--- src/rtl/serial_subtractor_if.sv ---
// Operand/result handshake bundle for serial_subtractor.
// The ovf signal exists only when SERSUB_OVF_EN is defined.
interface serial_subtractor_if #(
  parameter int unsigned WIDTH = 24
) ();

  logic             in_valid;
  logic             in_ready;
  logic [WIDTH-1:0] a_in;
  logic [WIDTH-1:0] b_in;
  logic             b_in_borrow;
  logic             out_valid;
  logic             out_ready;
  logic [WIDTH-1:0] diff;
  logic             borrow;
`ifdef SERSUB_OVF_EN
  logic             ovf;
`endif

  // Producer/consumer side that drives operands and accepts results.
  modport master (
    output in_valid, a_in, b_in, b_in_borrow, out_ready,
`ifdef SERSUB_OVF_EN
    input  ovf,
`endif
    input  in_ready, out_valid, diff, borrow
  );

  // Subtractor side.
  modport slave (
    input  in_valid, a_in, b_in, b_in_borrow, out_ready,
`ifdef SERSUB_OVF_EN
    output ovf,
`endif
    output in_ready, out_valid, diff, borrow
  );

endinterface

--- src/rtl/serial_subtractor.sv ---
// Digit-serial unsigned subtractor: diff = a - b - bin (mod 2^WIDTH), with borrow-out.
// DIGIT bits are subtracted per cycle through a registered borrow; N = WIDTH/DIGIT cycles.
// Optional signed-overflow output is enabled by defining SERSUB_OVF_EN.
module serial_subtractor #(
  parameter int unsigned WIDTH = 24,
  parameter int unsigned DIGIT = 4
) (
  input logic                clk,
  input logic                rst,
  serial_subtractor_if.slave bus
);

  localparam int unsigned N    = WIDTH / DIGIT;
  localparam int unsigned CntW = (N > 1) ? $clog2(N) : 1;

  typedef enum logic [1:0] {StIdle, StBusy, StDone} state_e;

  state_e           state_q;
  logic [WIDTH-1:0] a_q, b_q, res_q;
  logic             brw_q;
  logic [CntW-1:0]  cnt_q;
  logic [WIDTH-1:0] diff_q;
  logic             borrow_q;
  logic             out_valid_q;
`ifdef SERSUB_OVF_EN
  logic             a_msb_q, b_msb_q, ovf_q;
`endif

  logic [DIGIT:0]   dsub;
  logic [DIGIT-1:0] dig;
  logic             bout;
  logic [WIDTH-1:0] res_nxt;

  // One digit of subtraction plus the result register after this digit is shifted in.
  always_comb begin
    dsub    = {1'b0, a_q[DIGIT-1:0]} - {1'b0, b_q[DIGIT-1:0]} - {{DIGIT{1'b0}}, brw_q};
    dig     = dsub[DIGIT-1:0];
    bout    = dsub[DIGIT];
    res_nxt = (res_q >> DIGIT) | (WIDTH'(dig) << (WIDTH - DIGIT));
  end

  // Operand acceptance is blocked during reset so nothing is lost on the reset edge.
  assign bus.in_ready  = (state_q == StIdle) && !rst;
  assign bus.out_valid = out_valid_q;
  assign bus.diff      = diff_q;
  assign bus.borrow    = borrow_q;
`ifdef SERSUB_OVF_EN
  assign bus.ovf       = ovf_q;
`endif

  // Control FSM, datapath shift registers and registered outputs.
  always_ff @(posedge clk) begin
    if (rst) begin
      state_q     <= StIdle;
      a_q         <= '0;
      b_q         <= '0;
      res_q       <= '0;
      brw_q       <= 1'b0;
      cnt_q       <= '0;
      diff_q      <= '0;
      borrow_q    <= 1'b0;
      out_valid_q <= 1'b0;
`ifdef SERSUB_OVF_EN
      a_msb_q     <= 1'b0;
      b_msb_q     <= 1'b0;
      ovf_q       <= 1'b0;
`endif
    end else begin
      unique case (state_q)
        StIdle: begin
          if (bus.in_valid) begin
            a_q     <= bus.a_in;
            b_q     <= bus.b_in;
            brw_q   <= bus.b_in_borrow;
            res_q   <= '0;
            cnt_q   <= '0;
`ifdef SERSUB_OVF_EN
            a_msb_q <= bus.a_in[WIDTH-1];
            b_msb_q <= bus.b_in[WIDTH-1];
`endif
            state_q <= StBusy;
          end
        end
        StBusy: begin
          a_q   <= a_q >> DIGIT;
          b_q   <= b_q >> DIGIT;
          res_q <= res_nxt;
          brw_q <= bout;
          cnt_q <= cnt_q + 1'b1;
          if (cnt_q == CntW'(N - 1)) begin
            diff_q      <= res_nxt;
            borrow_q    <= bout;
            out_valid_q <= 1'b1;
`ifdef SERSUB_OVF_EN
            // Sign bits come from the latched operands; the shift registers have moved on.
            ovf_q       <= (a_msb_q != b_msb_q) && (dig[DIGIT-1] != a_msb_q);
`endif
            state_q     <= StDone;
          end
        end
        StDone: begin
          if (bus.out_ready) begin
            out_valid_q <= 1'b0;
            state_q     <= StIdle;
          end
        end
        default: state_q <= StIdle;
      endcase
    end
  end

endmodule

--- src/flat_wrapper.sv ---
// flat-port wrapper written by rule: the top's interface ports become plain ports
module serial_subtractor_flat 
#(
  parameter int unsigned WIDTH = 24,
  parameter int unsigned DIGIT = 4
)
  (clk, rst, bus_in_valid, bus_a_in, bus_b_in, bus_b_in_borrow, bus_out_ready, bus_in_ready, bus_out_valid, bus_diff, bus_borrow);
  serial_subtractor_if #(.WIDTH(WIDTH)) bus_i ();
  input logic clk;
  input logic rst;
  input wire logic [$bits(bus_i.in_valid)-1:0] bus_in_valid;
  input wire logic [$bits(bus_i.a_in)-1:0] bus_a_in;
  input wire logic [$bits(bus_i.b_in)-1:0] bus_b_in;
  input wire logic [$bits(bus_i.b_in_borrow)-1:0] bus_b_in_borrow;
  input wire logic [$bits(bus_i.out_ready)-1:0] bus_out_ready;
  output wire logic [$bits(bus_i.in_ready)-1:0] bus_in_ready;
  output wire logic [$bits(bus_i.out_valid)-1:0] bus_out_valid;
  output wire logic [$bits(bus_i.diff)-1:0] bus_diff;
  output wire logic [$bits(bus_i.borrow)-1:0] bus_borrow;
  assign bus_i.in_valid = bus_in_valid;
  assign bus_i.a_in = bus_a_in;
  assign bus_i.b_in = bus_b_in;
  assign bus_i.b_in_borrow = bus_b_in_borrow;
  assign bus_i.out_ready = bus_out_ready;
  assign bus_in_ready = bus_i.in_ready;
  assign bus_out_valid = bus_i.out_valid;
  assign bus_diff = bus_i.diff;
  assign bus_borrow = bus_i.borrow;
  serial_subtractor #(.WIDTH(WIDTH), .DIGIT(DIGIT)) u_core (.clk(clk), .rst(rst), .bus(bus_i));
endmodule
--- config.mk ---
export PLATFORM = sky130hd
export DESIGN_NAME = serial_subtractor_flat
export DESIGN_NICKNAME = d
export VERILOG_FILES = /design/src/rtl/serial_subtractor_if.sv /design/src/rtl/serial_subtractor.sv /design/src/flat_wrapper.sv
export SDC_FILE = /design/constraint.sdc
export NUM_CORES = 1
export LEC_CHECK = 0
export BUFFER_PORTS_ARGS = -buffer_cell sky130_fd_sc_hd__buf_2
export CAP_MARGIN = 20
export CORE_MARGIN = 5
export CORE_UTILIZATION = 50
export DETAILED_ROUTE_END_ITERATION = 12
export GPL_ROUTABILITY_DRIVEN = 0
export PLACE_DENSITY = 0.73
export REMOVE_ABC_BUFFERS = 1
export SLEW_MARGIN = 20
export SYNTH_ARGS = -nofsm -noshare
export SYNTH_HDL_FRONTEND = slang
export SYNTH_SLANG_ARGS = --single-unit
--- constraint.sdc ---
create_clock -name clk -period 3.41 [get_ports clk]
set_input_delay 0.1705 -clock clk [delete_from_list [all_inputs] [get_ports clk]]
set_output_delay 0.1705 -clock clk [all_outputs]
set_load 0.005 [all_outputs]
Word-level counts from Yosys, hierarchy flattened
Index checks and enable logic that the tools add are counted. Widths: inputs -> output; s select.

Add/sub/neg operators: 3. Multipliers: 0. Div/mod/pow operators: 0. Order comparisons: 0. Equality and inequality tests: 6. Shifts and indexed selects: 0. Multiplexer cells: 17. Bitwise operators: 1. Reductions and logical operators: 9.

Operators by type and width (count): $pmux 24 s2 (3); $mux 24 (3); $or 20x24->24 (1); $mux 2 (3); $pmux 2 s3 (1); $pmux 3 s2 (1); $reduce_and 3->1 (2); $sub 4x4->5 (1); $sub 5x1->5 (1); $ne 2x2->1 const B (2); $pmux 1 s2 (2); $reduce_and 2->1 (2); $reduce_bool 2->1 (2); $add 3x1->3 const B (1); $eq 3x3->1 const B (1); $mux 1 (3); $mux 3 (1); $eq 2x1->1 const B (1); $eq 2x2->1 const B (1); $logic_not 2->1 (1); $ne 2x1->1 const B (1); $logic_and 1x1->1 (1); $logic_not 1->1 (1).

Flip-flop bits (word level): 104. Bits in latches: 0. Memory bits (writable): 0. Memory bits (read-only): 0. Input port bits: 53. Output and inout port bits: 27. Word-level logic and storage cells: 45. Memories kept: 0.

Logic depth before layout (Yosys ltp)
Depth after elaboration: 4. Gate-level depth with buffers: 8. Depth with buffers taken out: 8.

Worst setup path after synthesis
No wires, ideal clock.

Path type: register to register. Start point: register u_core.brw_q. End point: register u_core.borrow_q, in the netlist u_core.bus.borrow. Setup time: 0.133 ns. Arrival time: 1.846 ns. Required time: 3.277 ns. Slack: 1.432 ns. Cell stages (with the launch flop): 8. Buffers on the path: 0. Period minus slack after synthesis: 1.978 ns. Path through: dfxtp_1 -> inv_1 -> fa_1 -> fa_1 -> nand2b_1 -> and3_1 -> nor4_1 -> nor3_1.

Longest elaborated chain between the ends: 1.

RTL lines: from (decl) (line serial_subtractor.sv:20) `logic brw_q;`; from (signal assigned) (line serial_subtractor.sv:74) `brw_q <= bus.b_in_borrow;`; from (signal assigned) (line serial_subtractor.sv:88) `brw_q <= bout;`; $sub 5x1->5 (line serial_subtractor.sv:36) `dsub = {1'b0, a_q[DIGIT-1:0]} - {1'b0, b_q[DIGIT-1:0]} - {{DIGIT{1'b0}}, brw_q};`; to (signal assigned) (line serial_subtractor.sv:92) `borrow_q <= bout;`; to (decl) (line serial_subtractor.sv:23) `logic borrow_q;`.

Every way passes these cells. A chain may end at the register's enable or synchronous reset.

Final worst setup path
Start point: register u_core.state_q[0]. End point: register u_core.borrow_q, in the netlist u_core.bus.borrow.

Longest elaborated chain between the ends: 2.

RTL lines: from (decl) (line serial_subtractor.sv:18) `state_e state_q;`; from (signal assigned) (line serial_subtractor.sv:54) `state_q <= StIdle;`; from (signal assigned) (line serial_subtractor.sv:81) `state_q <= StBusy;`; from (signal assigned) (line serial_subtractor.sv:98) `state_q <= StDone;`; $eq 2x1->1 (line serial_subtractor.sv:69) `unique case (state_q)`; $reduce_and 2->1 (no line).

Every way passes these cells.

==> results_dict.tcl <==
set metrics [dict create \
    status "finished clean" \
    grt_max_degree 60 \
    routedWlPerCell_um 13.6 \
    p_leak_nw 2.06 \
    synthArstFlopShare_pct 0 \
    netlist_top_cells_count "dfxtp_1, nor2_1, a21oi_1" \
    yosys.area.top_type_share_pct 45.2 \
    rsz0062_at_grt "no" \
    switching_power_mw 0.659 \
    nNetsFinal 621 \
    tns_ns 0 \
    port_buffers 79 \
    final.min_clock_period_ns 2.18 \
    cts.repair.resized 0 \
    vias 3602 \
    maxSlewViolCount 0 \
    n_antenna_cell 0 \
    grt_pass1_vias 3459 \
    synth_seq_area_share_pct 45.2 \
    track_usage_pct 16.9 \
    synth_cells 508 \
    ys_ff_latch 100 \
    yosysTopAreaCell "dfxtp_1" \
    cts_tree "done" \
    period_share_pct 63.9 \
    start_util_pct 51.0 \
    firstDrtPassIters 4 \
    ios 80 \
    crit_chain "nand3_2 > or2_1 > nor4_1 > nor3_1" \
    p_per_area_nw_per_um2 469 \
    antenna_found_initial 0 \
    die_h_um 104 \
    fmax_ghz 0.459 \
    yosysMostFrequentCell "dfxtp_1" \
    worstSetupPathType "reg2reg" \
    cp_slowest_cell "dfxtp_2" \
    hp-start "bus_b_in[23]" \
    skew_ns 0.00953 \
    drc 0 \
    core_area_um2 8680 \
    crit_fanout 44 \
    min_path_type "in2reg" \
    netlist_area_um2 4430 \
    routed_via_density 5.37 \
    cp.arrival_ns 2.42 \
    worstSetupEndpointType "register" \
    root_buffer "clkbuf_8" \
    cts_sinks 100 \
    worstMarginPinSlew_ns 1.01 \
    drv_cap 0 \
    syn_avg_cell_area_um2 8.71 \
    ys_types 41 \
    p_clk_share_pct 31.1 \
    critPathLaunch "u_core.state_q[0]" \
    p_comb_share_pct 14.4 \
    ys_warn_count 0 \
    dpl_cell_area_um2 4790 \
    cts_hold_buf 0 \
    seq_power_share_pct 54.5 \
    clk_pin_slew_ns 0.10 \
    required_ns 3.65 \
    relSlewSlack_pct 32.6 \
    ys_top_cells_by_area "dfxtp_1, o221a_2, a21oi_1" \
    die_width_um 104 \
    cts_setup_buffers 0 \
    area_delta_synth_final_pct 12.7 \
    clock_latency_ns 0.37 \
    rr_startpoint "u_core.state_q[0]" \
    switching_share_pct 28.2 \
    dp_hpwl_um 5870 \
    die_area_um2 10800 \
    irDropWorstVdd_v 0.000249 \
    ys.flop_type "dfxtp_1" \
    routed_wl_um 9140 \
    cellInternalPower_mw 1.68 \
    fin_area_um2 4990 \
    critPathLaunchType "register" \
    row_count 34 \
    drtIter0Drc 163 \
    drive_gt1_share_pct 26.3 \
    grt_pass1_wl_um 15700 \
    clockBufferDepth 2 \
    setup_viol 0 \
    hold_viol_final 0 \
    htree_levels 3 \
    critPathMaxStageDelay_ns 0.81 \
    gr-total-overflow 0 \
    drt.antenna.violating_nets 0 \
    numCtsBuffers 9 \
    synth-edff-count 0 \
]
per-layer routing:
metal	GRT usage, %	wire (um)	vias up	part of all wire [%]
met3	5.15	500	9	5.5
met1	22.2	4310	1652	47
met5	0	0	-	0
met4	3.89	66	0	0.72
li1	-	-	1867	-
met2	27.2	4260	74	47
state kept, by name, summed over array words and instances, names as in the netlist:
signal                cells
u_core.bus.out_valid      1
u_core.bus.borrow         1
u_core.bus.diff          24
u_core.a_q               24
u_core.cnt_q              3
u_core.state_q            2
u_core.res_q             20
u_core.b_q               24
u_core.brw_q              1
final timing paths:
check | slack, ns | cells past startpoint | endpoint
setup / recovery | 1.23 | 4 | u_core.bus.borrow
hold / removal | 0.06 | 3 | u_core.b_q[23]
setup reg to reg | 1.23 | 4 | u_core.bus.borrow
hold reg to reg | 0.46 | 2 | u_core.bus.diff[1]
placed cells by master (no fill, tap or decap), types with 3 or more instances in the layout:
master | Yosys | final
buf_4 | 2 | 5
and2_1 | 3 | 3
xnor2_1 | 3 | 3
o221a_2 | 38 | 38
buf_2 | 22 | 79
dfxtp_1 | 100 | 98
nor3_1 | 3 | 3
a21oi_1 | 70 | 70
ha_1 | 8 | 8
nor2b_1 | 48 | 48
a22oi_1 | 18 | 18
nor2_1 | 78 | 78
a2bb2oi_1 | 6 | 6
a211oi_1 | 4 | 4
clkbuf_8 | 0 | 9
nand2_1 | 45 | 45
inv_1 | 9 | 9
metrics by stage:
step                instances  power (mW)  setup WS (ns)  hold WS [ns]  util (%)
CTS                       671        2.37           1.21        0.0452      57.4
floorplan                 463        1.53          0.553         0.240         -
global placement          655        1.62           1.32         0.437      55.1
global route              671        2.46          0.939        0.0528      57.5
finish                    671        2.34           1.23        0.0634      57.5
detailed placement        655        1.64           1.23         0.445      55.1
worst max-delay path: cells and delay by family, from the launching register on:
kind / cells / cell delay, ns
AND/OR/NAND/NOR: 4 / 1.24
flip-flops: 1 / 0.81
power by group through the flow:
stage	Clock, mW	Combinational [mW]	Sequential [mW]
floorplan	0	0.231	1.29
global placement	0	0.326	1.30
detailed placement	0	0.337	1.30
CTS	0.757	0.339	1.27
global route	0.802	0.379	1.28
finish	0.727	0.336	1.27
final cells by class:
type	instances	area, um^2
well taps	108	135
flip-flops and latches	100	2000
repair buffers	84	433
multi-input cells	353	2180
inverters	10	37.5
fillers	838	3690
clock buffers	9	124
clock inverters	7	71.3
kinds of logic (layout without fill, tap and decap cells):
logic type / after synthesis / count (layout) / synth area share (%)
AND/OR/NAND/NOR: 191 / 191 / 20.2
AO/OA/AOI/OAI: 148 / 148 / 24.9
flip-flops: 100 / 100 / 45.2
buffers and inverters: 55 / 110 / 5.62
adder cells (fa/ha/maj): 10 / 10 / 3.17
XOR/XNOR: 3 / 3 / 0.594
multiplexers: 1 / 1 / 0.254
(Power assumes the default switching activity.)
